**src/rtl/video_pkg.sv**
```systemverilog
// Shared definitions for the raster video stream: pattern codes and frame counter width.
// Reused by the window-tap blocks that consume this stream.
package video_pkg;

   localparam int FCNT_W = 16;

   typedef enum logic [1:0] {
      PAT_HRAMP = 2'd0,
      PAT_VRAMP = 2'd1,
      PAT_CHECK = 2'd2,
      PAT_FCNT  = 2'd3
   } pattern_e;

endpackage

```
**src/rtl/video_timing_cnt.sv**
```systemverilog
// Raster h/v position counters with active-region, vsync and end-of-frame flags.
// Counters are held at the origin while run_i is low so a new frame starts at (0,0).
module video_timing_cnt #(
   parameter int VIDEO_WIDTH      = 1920,
   parameter int VIDEO_PRE_WIDTH  = 280,
   parameter int VIDEO_HEIGHT     = 1080,
   parameter int VIDEO_PRE_HEIGHT = 45,
   parameter int VS_LINES         = 5,
   localparam int HW = $clog2(VIDEO_PRE_WIDTH + VIDEO_WIDTH),
   localparam int VW = $clog2(VIDEO_PRE_HEIGHT + VIDEO_HEIGHT)
) (
   input  logic          clock,
   input  logic          rst_n,
   input  logic          run_i,
   output logic [HW-1:0] h_o,
   output logic [VW-1:0] v_o,
   output logic          active_o,
   output logic          vs_o,
   output logic          wrap_o
);

   localparam logic [HW-1:0] H_LAST = HW'(VIDEO_PRE_WIDTH + VIDEO_WIDTH - 1);
   localparam logic [VW-1:0] V_LAST = VW'(VIDEO_PRE_HEIGHT + VIDEO_HEIGHT - 1);

   logic [HW-1:0] h_q, h_d;
   logic [VW-1:0] v_q, v_d;
   logic          h_last, v_last;

   assign h_last = (h_q == H_LAST);
   assign v_last = (v_q == V_LAST);

   always_comb begin
      h_d = h_q;
      v_d = v_q;
      if (!run_i) begin
         h_d = '0;
         v_d = '0;
      end else if (h_last) begin
         h_d = '0;
         v_d = v_last ? '0 : v_q + VW'(1);
      end else begin
         h_d = h_q + HW'(1);
      end
   end

   always_ff @(posedge clock or negedge rst_n) begin
      if (!rst_n) begin
         h_q <= '0;
         v_q <= '0;
      end else begin
         h_q <= h_d;
         v_q <= v_d;
      end
   end

   assign h_o      = h_q;
   assign v_o      = v_q;
   assign active_o = (h_q >= HW'(VIDEO_PRE_WIDTH)) && (v_q >= VW'(VIDEO_PRE_HEIGHT));
   assign vs_o     = (v_q < VW'(VS_LINES));
   assign wrap_o   = h_last && v_last;

endmodule

```
**src/rtl/video_stream_gen.sv**
```systemverilog
// Raster video stream source (vs/de/data) with selectable test patterns and frame counter.
// All outputs are registered one cycle after the counter state they describe.
//
// state | meaning
// IDLE  | counters parked at (0,0), outputs quiet, waiting for enable
// RUN   | frame in progress; at the frame wrap either restart (enable) or stop
module video_stream_gen
   import video_pkg::*;
#(
   parameter int DSIZE            = 24,
   parameter int VIDEO_WIDTH      = 1920,
   parameter int VIDEO_PRE_WIDTH  = 280,
   parameter int VIDEO_HEIGHT     = 1080,
   parameter int VIDEO_PRE_HEIGHT = 45,
   parameter int VS_LINES         = 5
) (
   input  logic             clock,
   input  logic             rst_n,
   input  logic             enable,
   input  logic [1:0]       pattern_sel,
   output logic             outvs,
   output logic             outde,
   output logic [DSIZE-1:0] outdata,
   output logic             frame_done,
   output logic             busy
);

   localparam int HW = $clog2(VIDEO_PRE_WIDTH + VIDEO_WIDTH);
   localparam int VW = $clog2(VIDEO_PRE_HEIGHT + VIDEO_HEIGHT);

   localparam logic [0:0] ST_IDLE = 1'b0;
   localparam logic [0:0] ST_RUN  = 1'b1;

   logic [0:0]        state_q, state_d;
   pattern_e          pat_q, pat_d;
   logic [FCNT_W-1:0] fcnt_q, fcnt_d;
   logic              frame_start, run;

   logic [HW-1:0] h;
   logic [VW-1:0] v;
   logic          active, vs, wrap;
   logic [31:0]   x_w, y_w;
   logic [DSIZE-1:0] pix;

   assign run = (state_q == ST_RUN);

   video_timing_cnt #(
      .VIDEO_WIDTH      (VIDEO_WIDTH),
      .VIDEO_PRE_WIDTH  (VIDEO_PRE_WIDTH),
      .VIDEO_HEIGHT     (VIDEO_HEIGHT),
      .VIDEO_PRE_HEIGHT (VIDEO_PRE_HEIGHT),
      .VS_LINES         (VS_LINES)
   ) u_timing (
      .clock    (clock),
      .rst_n    (rst_n),
      .run_i    (run),
      .h_o      (h),
      .v_o      (v),
      .active_o (active),
      .vs_o     (vs),
      .wrap_o   (wrap)
   );

   // The frame counter advances on every completed frame, whether or not another follows.
   always_comb begin
      state_d     = state_q;
      pat_d       = pat_q;
      fcnt_d      = fcnt_q;
      frame_start = 1'b0;
      case (state_q)
         ST_IDLE: begin
            if (enable) begin
               state_d     = ST_RUN;
               frame_start = 1'b1;
            end
         end
         default: begin
            if (wrap) begin
               fcnt_d = fcnt_q + FCNT_W'(1);
               if (enable) frame_start = 1'b1;
               else        state_d     = ST_IDLE;
            end
         end
      endcase
      if (frame_start) pat_d = pattern_e'(pattern_sel);
   end

   assign x_w = 32'(h) - 32'(VIDEO_PRE_WIDTH);
   assign y_w = 32'(v) - 32'(VIDEO_PRE_HEIGHT);

   always_comb begin
      pix = '0;
      case (pat_q)
         PAT_HRAMP: pix = DSIZE'(x_w);
         PAT_VRAMP: pix = DSIZE'(y_w);
         PAT_CHECK: pix = (x_w[3] ^ y_w[3]) ? '1 : '0;
         PAT_FCNT:  pix = DSIZE'(fcnt_q);
         default:   pix = '0;
      endcase
   end

   always_ff @(posedge clock or negedge rst_n) begin
      if (!rst_n) begin
         state_q    <= ST_IDLE;
         pat_q      <= PAT_HRAMP;
         fcnt_q     <= '0;
         outvs      <= 1'b0;
         outde      <= 1'b0;
         outdata    <= '0;
         frame_done <= 1'b0;
         busy       <= 1'b0;
      end else begin
         state_q    <= state_d;
         pat_q      <= pat_d;
         fcnt_q     <= fcnt_d;
         outvs      <= run && vs;
         outde      <= run && active;
         outdata    <= (run && active) ? pix : '0;
         frame_done <= run && wrap;
         busy       <= run;
      end
   end

endmodule

```
**config.mk**
```make
export PLATFORM = sky130hd
export DESIGN_NAME = video_stream_gen
export DESIGN_NICKNAME = d
export VERILOG_FILES = /design/src/rtl/video_pkg.sv /design/src/rtl/video_timing_cnt.sv /design/src/rtl/video_stream_gen.sv
export SDC_FILE = /design/constraint.sdc
export NUM_CORES = 1
export LEC_CHECK = 0
export BUFFER_PORTS_ARGS = -buffer_cell sky130_fd_sc_hd__buf_2
export CAP_MARGIN = 10
export CORE_MARGIN = 10
export CORE_UTILIZATION = 65
export CTS_CLUSTER_SIZE = 24
export DETAILED_ROUTE_END_ITERATION = 8
export PLACE_DENSITY_LB_ADDON = 0.08
export RECOVER_POWER = 50
export REMOVE_ABC_BUFFERS = 1
export SLEW_MARGIN = 20
export SYNTH_ARGS = -nofsm -noshare
export SYNTH_HDL_FRONTEND = slang
export SYNTH_SLANG_ARGS = --single-unit
```
**constraint.sdc**
```tcl
create_clock -name clock -period 4 [get_ports clock]
set_input_delay 0 -clock clock [delete_from_list [all_inputs] [get_ports clock]]
set_output_delay 0 -clock clock [all_outputs]
set_load 0.03 [all_outputs]
```
Yosys cells after proc, flatten, opt, wreduce, memory -nomap -nowiden
Cells that the tools add are included.
Widths: inputs -> output; s select.
{"block": "word_totals", "out_inout_bits": 28, "word_cells": 45, "in_bits": 5, "ff_bits": 70}
{"block": "classes", "n_reduce_logical": 7, "n_lt_le_gt_ge": 3, "mux": 13, "n_bitwise": 1, "addsub": 5, "n_eq_ne": 6}
{"operator": "$pmux 24 s4", "n": 1}
{"operator": "$mux 24", "n": 2}
{"operator": "$mux 11", "n": 3}
{"operator": "$mux 12", "n": 2}
{"operator": "$add 16x1->16 const B", "n": 1}
{"operator": "$sub 12x9->13 const B", "n": 1}
{"operator": "$add 12x1->12 const B", "n": 1}
{"operator": "$eq 12x12->1 const B", "n": 1}
{"operator": "$ge 12x9->1 const B", "n": 1}
{"operator": "$sub 11x6->12 const B", "n": 1}
{"operator": "$add 11x1->11 const B", "n": 1}
{"operator": "$eq 11x11->1 const B", "n": 1}
{"operator": "$ge 11x6->1 const B", "n": 1}
{"operator": "$lt 11x3->1 const B", "n": 1}
{"operator": "$logic_and 1x1->1", "n": 5}
{"operator": "$mux 1", "n": 5}
{"operator": "$eq 2x2->1 const B", "n": 2}
{"operator": "$eq 2x1->1 const B", "n": 1}
{"operator": "$logic_not 2->1", "n": 1}
{"operator": "$ne 2x1->1 const B", "n": 1}
{"operator": "$reduce_and 2->1", "n": 1}
{"operator": "$xor 1x1->1", "n": 1}

Logic depth before layout (Yosys ltp)
Gate-level depths: netlist of run 1.
{"block": "logic_depth", "word_depth": 5, "mapped_depth": 8, "depth_no_buf": 6}

Cells and area by module
Synthesis of run 1 repeated with hierarchy kept, for this count alone.
{"block": "unflattened", "hier_cells": 380, "hier_area_um2": 3673.5}
{"module": "video_stream_gen", "cells_per_inst": 225, "n_inst": 1, "seq_area_each_um2": 1001.0, "area_each_um2": 2259.7}
{"module": "video_timing_cnt", "cells_per_inst": 155, "n_inst": 1, "seq_area_each_um2": 575.6, "area_each_um2": 1413.9}

Least setup slack after synthesis of run 1
Ideal clock, no wire load.
{"block": "synth_path", "kind": "register to register", "startpoint": "reg u_timing.v_q[0], in the netlist u_timing.v_o[0]", "endpoint": "reg fcnt_q[1]", "period_less_slack_ps": 2465, "stages_incl_launch_ff": 8, "n_path_buf": 1, "setup_slack_ps": 1535, "setup_ps": 125, "required_time_ps": 3875, "t_arrival_ps": 2340, "cell_sequence": "dfrtp_1 inv_1 ha_1 or4b_4 or4_4 buf_6 nor2_1 mux2_2"}
{"block": "synth_between", "elab_chain_cells": 3}
{"item": "start: declaration", "line": "video_timing_cnt.sv:26", "rtl": "logic [VW-1:0] v_q, v_d;"}
{"item": "start signal: assignment", "line": "video_timing_cnt.sv:52", "rtl": "v_q <= v_d;"}
{"item": "$eq 11x11->1", "line": "video_timing_cnt.sv:30", "rtl": "assign v_last = (v_q == V_LAST);"}
{"item": "$logic_and 1x1->1", "line": "video_timing_cnt.sv:60", "rtl": "assign wrap_o = h_last && v_last;"}
{"item": "$reduce_and 2->1 (no source line)"}
{"item": "end signal: assignment", "line": "video_stream_gen.sv:115", "rtl": "fcnt_q <= fcnt_d;"}
{"item": "end: declaration", "line": "video_stream_gen.sv:36", "rtl": "logic [FCNT_W-1:0] fcnt_q, fcnt_d;"}
Every way passes these cells.
A chain may end at the register's enable or synchronous reset.

Worst setup path after layout of run 1
Same ends and word-level chain as after synthesis.

==> results of run 1 <==
[final timing paths]
| check | start | endpoint | slack (ns) | depth (start not counted) |
|---|---|---|---|---|
| max | u_timing.v_o[0] | fcnt_q[1] | 1.37 | 6 |
| min in group asynchronous | rst_n | fcnt_q[9] | 0.65 | 3 |
| max reg2reg | u_timing.v_o[0] | fcnt_q[1] | 1.37 | 6 |
| min reg2reg | fcnt_q[5] | fcnt_q[5] | 0.48 | 1 |
| min | enable | run | 0.42 | 3 |
| max in group asynchronous | rst_n | u_timing.v_o[2] | 2.43 | 3 |
[layout by cell type, fill, tap and decap left out, types with 7 or more instances in the layout]
master and count:
nand3_1 20, o31ai_1 7, nand4_1 9, ha_1 7
nor2_1 22, clkbuf_8 10, nand2_1 28, a21oi_1 9
or3_1 7, xnor2_1 11, o211ai_1 7, clkbuf_1 32
nor3_1 16, nor4_1 15, o21ai_0 12, a2111oi_0 7
inv_1 12, dfrtp_1 63, xor2_1 21
[worst max-delay path, delay by kind of cell, from the launching register on]
family | cells | cell delay, ns
muxes | 1 | 0.35
adders and majority gates | 1 | 0.27
buffers and inverters | 1 | 0.13
and+or+nand+nor | 3 | 1.31
DFF | 1 | 0.47
[routing by layer]
| layer | global-route usage (%) | up-vias | routed length [um] |
|---|---|---|---|
| met4 | 6.764 | 0 | 147 |
| met2 | 27.81 | 137 | 4278 |
| li1 | - | 1503 | - |
| met5 | 0 | - | 0 |
| met3 | 5.110 | 12 | 603 |
| met1 | 24.51 | 1536 | 3944 |
[report_power, final]
group / switching (mW) / internal (mW) / total, mW / leakage, nW
clock network: 0.224 / 0.239 / 0.463 / 0.0805
logic: 0.0126 / 0.00435 / 0.0169 / 0.815
registers: 0 / 0.637 / 0.637 / 0.850
[final cells by class]
type                       count  area (um2)  area share [%]
multi-input combinational    289        1997           49.11
sequential                    63        1577           38.77
timing repair buffer          40       192.7           4.738
clock buffer                  14       152.6           3.754
tap                           72       90.09           2.215
inverter                      14       52.55           1.292
clock inverter                 1       5.005          0.1231
[state kept, by name, indices dropped and copies added (netlist names)]
register,flops
pat_q,2
outde,1
u_timing.h_o,12
run,1
frame_done,1
fcnt_q,16
u_timing.v_o,11
outvs,1
outdata,17
busy,1
[metrics by stage]
step	utilization (%)	area [um2]	setup WS, ns	cells
after floorplan	-	3626	1.478	366
after global placement	69.66	3906	1.441	474
after detailed placement	69.66	3906	1.384	474
after CTS	73.18	4104	1.383	493
after global routing	72.51	4066	1.274	493
final	72.51	4066	1.369	493
[kinds of logic (layout without fill, tap and decap cells)]
logic type                 Yosys count  in the layout  synth area share (%)
DFF                                 63             63                 41.15
muxes                                6              6                 1.992
adders and majority gates            7              7                 2.286
and+or+nand+nor                    172            172                 26.16
AOI/OAI and AO/OA                   71             71                 13.75
xor gates and xnor gates            33             33                 7.936
buffers and inverters               53             69                 6.727
==> impl_metrics.csv, run 1 <==
group,metric,value,unit
outcome,status,"finished, violations left",
outcome,violations,"max-capacitance violations",
timing,fin_setup_tns,0,ns
clock_network,cts_hold_buffers,4,
clock_network,htreeDepth,3,
yosys,syn_inst,405,
yosys,syn_area,3831,um2
run,maxCapViolCount,1,
clock_network,path_clk_slew,0.07,ns
yosys,synth_most_common_cell,"dfrtp_1",
yosys,synth-edff-count,0,
timing,hold_slack,0.4160,ns
setup_path,crit_chain,"inv_1 > ha_1 > or4b_4 > or4_4 > nor2_1 > mux2_2",
detailed_routing,num_vias,3188,
yosys,synthFlopType,"dfrtp_1",
detailed_routing,firstDrtPassIters,6,
detailed_routing,drc,0,
clock_network,post_cts_buffers,0,
place,port_buffers,32,
detailed_routing,avgViaCountPerCell,6.467,
floorplanning,pin_count,33,
hold_path,hold_path_class,"primary input to register",
yosys,async_flop_share,100.0,%
global_routing,antenna_found_initial,0,
clock_network,cts_tree,"built",
timing,period_needed,2.631,ns
timing,rsz0062_at_grt,"no",
power_and_ir_drop,finalPower,1.117,mW
setup_path,worstSetupPathType,"register to register",
setup_path,worstPathArrival,2.85,ns
power_and_ir_drop,power.density,274.7,nW/um2
setup_path,critPathMaxStageDelay,0.62,ns
detailed_routing,route.antenna.remaining_nets,0,
setup_path,worstSetupStartpointType,"register",
timing,finalClockSkew,0.01009,ns
finish,antenna_cells,0,
global_routing,gr-usage-all-layers,18.42,%
detailed_routing,drt-initial-drc-count,288,
floorplanning,coreArea,5608,um2
global_routing,grt_max_degree,64,
setup_path,critPathRequiredTime,4.22,ns
finish,area_growth,6.140,%
yosys,synth_top_area_share,41.15,%
setup_path,slowest_stage,"or4_4",
clock_network,post_cts_resized,0,
floorplanning,die_area,9365,um2
yosys,yosysTopAreaCell,"dfrtp_1",
clock_network,clock-sinks,63,
global_routing,grt-ovfl-total,0,
place,hpwlAfterDp,6166,um
timing,finalHoldViolations,0,
setup_path,end_kind,"register",
global_routing,grt_pass1_wl,14770,um
timing,slew-limit-headroom,0.5546,%
setup_path,worst-path-max-fanout,15,
yosys,synth_warnings,0,
yosys,ys_seq_area_share,41.15,%
timing,setup-violations-final,0,
yosys,synth_commonest_cells,"dfrtp_1, nand2_1, clkbuf_1, nor2_1, xor2_1",
timing,max_freq,380.1,MHz
yosys,syn_avg_cell_area,9.460,um2
clock_network,clock_latency,0.33,ns
place,gp_congestion,0.9115,
timing,maxSlewViolCount,0,
detailed_routing,drt-wirelength-per-cell,18.20,um
finish,drive_gt1_share,9.264,%
finish,fill_cells,438,
yosys,synth_cell_types,63,
yosys,synth.area.top_cells,"dfrtp_1, xor2_1, nand2_1",
timing,fin_crit_sh,65.77,%
floorplanning,die_h,96.78,um
clock_network,cts_buffers,9,
timing,tightest_slew,1.492,ns
detailed_routing,wirelength,8974,um
finish,fin_nets,429,
power_and_ir_drop,p_leak,1.746,nW
power_and_ir_drop,ir_worst_vdd,0.2913,mV
clock_network,clockBufferDepth,2,
clock_network,cts-root-buf,"clkbuf_8",
global_routing,grt_pass1_vias,2944,
yosys,ys_ff_latch,63,
floorplanning,rows,27,
floorplanning,die_width,96.78,um
floorplanning,start_util,68.32,%
Note: power is estimated with default switching activity, not from simulation.
==> run 2, diff against run 1 <==
CORE_UTILIZATION = 54   (was 65)
clock period = 2.27 ns   (was 4 ns; I/O delays follow)
==> impl_metrics.csv, run 2 (same netlist as run 1, synthesis figures left out) <==
group,metric,value,unit
setup_path,critPathRequiredTime,2.54,ns
clock_network,cts_buffers,9,
clock_network,cts_tree,"built",
finish,multi_input_area,2120,um2
power_and_ir_drop,combPwrFrac,1.4,%
power_and_ir_drop,power.density,478.0,nW/um2
floorplanning,rows,30,
clock_network,cts-root-buf,"clkbuf_8",
power_and_ir_drop,ir_worst_vdd,0.4109,mV
power_and_ir_drop,swShare,20.61,%
finish,mostFrequentLayoutCell,"dfrtp_1",
global_routing,gr-usage-all-layers,19.03,%
power_and_ir_drop,p_int,1.778,mW
floorplanning,coreArea,6832,um2
timing,fin_crit_sh,100.0,%
finish,area_growth,22.31,%
run,maxCapViolCount,0,
finish,drive_gt1_share,26.06,%
setup_path,worstPathArrival,2.54,ns
power_and_ir_drop,seq_power_share,50.1,%
clock_network,htreeDepth,3,
timing,finalClockSkew,0.005267,ns
finish,seqCellArea,1578,um2
place,port_buffers,32,
place,hpwlAfterDp,7196,um
timing,slew-limit-headroom,43.60,%
timing,tightest_slew,0.8460,ns
power_and_ir_drop,netSwitchingPower,0.4616,mW
detailed_routing,drt-initial-drc-count,296,
setup_path,worstSetupStartpointType,"register",
global_routing,grt-ovfl-total,0,
place,pre_cts_ws,-0.09933,ns
finish,utilization,68.59,%
place,gp_congestion,0.8961,
floorplanning,start_util,56.08,%
finish,largest_register_ffs,17,
detailed_routing,drc,0,
detailed_routing,drt-wirelength-per-cell,18.41,um
setup_path,worst-path-max-fanout,5,
timing,max_freq,440.5,MHz
floorplanning,pin_count,33,
floorplanning,die_width,104.2,um
clock_network,path_clk_slew,0.07,ns
detailed_routing,num_vias,3461,
detailed_routing,route.antenna.remaining_nets,0,
setup_path,end_kind,"register",
setup_path,worstSetupPathType,"register to register",
finish,final_cell_mix,"dfrtp_1, buf_4, nand2_1",
outcome,status,"finished, violations left",
timing,rsz0062_at_grt,"yes",
timing,finalWorstSetupSlack,-0.0003386,ns
setup_path,rr_worst_depth,7,
global_routing,grt_pass1_wl,17130,um
finish,antenna_cells,0,
clock_network,clockBufferDepth,2,
global_routing,grt_max_degree,34,
hold_path,hold_path_class,"primary input to async pin",
power_and_ir_drop,p_clk_share,48.5,%
outcome,violations,"negative setup slack",
timing,maxSlewViolCount,0,
power_and_ir_drop,p_leak,2.185,nW
global_routing,grt_pass1_vias,3400,
finish,top_register,"outdata",
detailed_routing,avgViaCountPerCell,6.093,
detailed_routing,firstDrtPassIters,5,
power_and_ir_drop,finalPower,2.240,mW
floorplanning,die_h,104.2,um
clock_network,clock_latency,0.35,ns
timing,period_needed,2.270,ns
detailed_routing,wirelength,10460,um
timing,setup-violations-final,1,
floorplanning,die_area,10860,um2
clock_network,clock-sinks,63,
timing,hold_slack,0.2698,ns
finish,fill_cells,564,
timing,finalHoldViolations,0,
global_routing,antenna_found_initial,0,
finish,fin_nets,479,
[run 2: cell count changes in the layout (fill, tap and decap cells not counted), moves of 4 or more]
cell,delta
buf_4,+42
clkbuf_1,-20
buf_2,+19
nor3_1,-4
nor4_1,-4
[run 2: worst paths after layout]
check	from	endpoint	slack, ns
worst max-delay path	u_timing.v_o[1]	fcnt_q[7]	-0.0003
min in group clock	enable	run	0.40
worst min register to register	fcnt_q[5]	fcnt_q[5]	0.50
worst max register to register	u_timing.v_o[1]	fcnt_q[7]	-0.0003
worst min-delay path	rst_n	fcnt_q[8]	0.27
max in group asynchronous	rst_n	u_timing.h_o[4]	0.64
[run 2: worst max-delay path, cell delays in order (launching register included)]
cell and delay, ns:
dfrtp_1 0.40, inv_2 0.09, ha_4 0.13, or4b_4 0.48, or4_4 0.58, buf_6 0.17
nor3_2 0.19, xor2_1 0.15
[run 2: area by class of cell]
class                           instances  area share, %
Timing Repair Buffer                   88          12.66
Tap cell                               96          2.563
Clock inverter                          5          1.736
Clock buffer                           11          3.017
Inverter                               14          1.121
Multi-Input combinational cell        291          45.23
Sequential cell                        63          33.67
[run 2: power by group through the flow]
stage                     Combinational (mW)  Sequential, mW  Clock [mW]
final                                 0.0305            1.12        1.09
after global routing                  0.0363            1.12        1.16
after CTS                             0.0369            1.12        1.11
after detailed placement              0.0316            1.14           0
after global placement                0.0311            1.14           0
after floorplan                     0.000319            1.14           0
[run 2: what timing repair did]
action	in CTS	in global routing
cloned	1	1
endpoints found under the setup margin	11	21
buffers inserted	4	1
pin swaps	4	6
hold buffers	4	0
hold endpoints to repair	66	0
resized for setup	16	13
[run 2: metal layers]
layer  routed length [um]  global-route usage, %  vias up
li1                     -                      -     1618
met1                 4483                  23.90     1688
met2                 5102                  30.68      134
met3                  689                  5.081       21
met4                  182                  6.759        0
met5                    0                      0        -
[run 2: stage by stage]
stage                       TNS [ns]  std cells  instance area [um2]
after floorplan               -2.612        366                 3626
after global placement             0        541                 4284
after detailed placement     -0.4012        541                 4284
after CTS                   -0.08011        566                 4661
after global routing         -0.4035        568                 4686
final                     -0.0003386        568                 4686
==> run 3, diff against run 2 <==
SETUP_SLACK_MARGIN = 0.02   (was not set)
==> impl_metrics.csv, run 3 (same netlist as run 1, synthesis figures left out) <==
group,metric,value,unit
setup_path,worst-path-max-fanout,5,
finish,utilization,68.30,%
clock_network,cts_tree,"built",
setup_path,crit_chain,"inv_2 > ha_4 > or4b_4 > or4_4 > nor2_2 > mux2_2",
floorplanning,pin_count,33,
timing,tightest_slew,0.8461,ns
timing,slew-limit-headroom,43.59,%
timing,finalClockSkew,0.007202,ns
clock_network,clock_latency,0.35,ns
global_routing,gr-usage-all-layers,18.91,%
setup_path,critPathRequiredTime,2.50,ns
global_routing,met2_usage,30.63,%
finish,antenna_cells,0,
clock_network,path_clk_slew,0.07,ns
global_routing,busiest_layer,"met2",
clock_network,clockBufferDepth,2,
timing,finalHoldViolations,0,
setup_path,end_kind,"register",
setup_path,cpLargestDelayFamily,"simple AND/OR/NAND/NOR gates",
timing,finalWorstSetupSlack,0.005422,ns
timing,setup-violations-final,0,
global_routing,grt_pass1_wl,17080,um
floorplanning,die_width,104.2,um
detailed_routing,drc,0,
finish,top_register,"outdata",
timing,maxSlewViolCount,0,
finish,area_growth,21.78,%
clock_network,cts_buffers,9,
timing,fin_crit_sh,99.76,%
hold_path,hold_path_class,"primary input to async pin",
run,maxCapViolCount,0,
power_and_ir_drop,p_leak,2.171,nW
detailed_routing,wirelength,10390,um
finish,fill_cells,568,
detailed_routing,route.antenna.remaining_nets,0,
setup_path,worstSetupStartpointType,"register",
floorplanning,die_h,104.2,um
timing,hold_slack,0.2663,ns
floorplanning,rows,30,
place,hpwlAfterDp,7196,um
finish,largest_register_ffs,17,
global_routing,antenna_found_initial,0,
outcome,status,"finished clean",
place,port_buffers,32,
setup_path,critPathBufInv,1,
floorplanning,die_area,10860,um2
finish,fin_nets,479,
floorplanning,coreArea,6832,um2
clock_network,clock-sinks,63,
place,pre_cts_ws,-0.09933,ns
detailed_routing,avgViaCountPerCell,6.134,
setup_path,critPathMaxStageDelay,0.58,ns
setup_path,slowest_stage,"or4_4",
power_and_ir_drop,power.density,481.2,nW/um2
setup_path,worstSetupPathType,"register to register",
place,gp_congestion,0.8961,
timing,fin_setup_tns,0,ns
detailed_routing,drt-wirelength-per-cell,18.29,um
detailed_routing,firstDrtPassIters,5,
timing,max_freq,441.6,MHz
detailed_routing,drt-initial-drc-count,328,
clock_network,cts-root-buf,"clkbuf_8",
clock_network,htreeDepth,3,
global_routing,grt_max_degree,34,
power_and_ir_drop,ir_worst_vdd,0.4109,mV
global_routing,grt_pass1_vias,3369,
finish,drive_gt1_share,26.06,%
timing,period_needed,2.265,ns
global_routing,grt-ovfl-total,0,
global_routing,use_met1,23.82,%
finish,final_cell_mix,"dfrtp_1, buf_4, nand2_1",
global_routing,grtUsageMet3,4.461,%
finish,mostFrequentLayoutCell,"dfrtp_1",
timing,rsz0062_at_grt,"yes",
detailed_routing,num_vias,3484,
setup_path,worstPathArrival,2.50,ns
floorplanning,start_util,56.08,%
-- run 3: per-layer routing --
layer | up-vias | routed length [um]
li1 | 1619 | -
met1 | 1700 | 4514
met2 | 136 | 4945
met3 | 29 | 687
met4 | 0 | 239
met5 | - | 0
-- run 3: cell type report --
cell class	instances	area, um2	share of cell area (%)
multi-input cells	291	2098	44.97
flip-flops and latches	63	1578	33.82
repair buffers	88	594.3	12.74
clock buffers	11	141.4	3.030
well taps	96	120.1	2.574
clock inverters	5	81.33	1.743
inverters	14	52.55	1.126
-- run 3: final timing paths --
kind / startpoint / end / slack (ns) / cells after the start
worst min-delay path: rst_n / fcnt_q[12] / 0.27 / 2
max in group asynchronous: rst_n / u_timing.h_o[4] / 0.64 / 3
worst max-delay path: u_timing.v_o[1] / fcnt_q[1] / 0.005 / 6
worst max register to register: u_timing.v_o[1] / fcnt_q[1] / 0.005 / 6
worst min register to register: fcnt_q[15] / fcnt_q[15] / 0.50 / 1
min in group clock: enable / run / 0.40 / 3
-- run 3: worst reg2reg max path, stage by stage (launching register included) --
cell	delay, ns
dfrtp_1	0.40
inv_2	0.09
ha_4	0.13
or4b_4	0.48
or4_4	0.58
nor2_2	0.14
mux2_2	0.34
-- run 3: power breakdown --
group	total, mW	switching (mW)	internal [mW]
logic	0.0305	0.0227	0.00781
registers	1.12	0	1.12
clock network	1.09	0.444	0.648
total	2.25	0.467	1.78
-- run 3: what timing repair did --
item,CTS,global route
resized for setup,14,11
buffers inserted,4,1
pin swaps,4,5
endpoints found under the hold margin,66,0
endpoints found under the setup margin,12,22
hold buffers,4,0
gates cloned,1,1
-- run 3: through the flow --
step,std cells,power (mW),instance area [um2]
6_report,568,2.245,4666
3_5_place_dp,541,1.175,4284
2_1_floorplan,366,1.144,3626
5_1_grt,568,2.319,4666
3_3_place_gp,541,1.175,4284
4_1_cts,566,2.273,4652
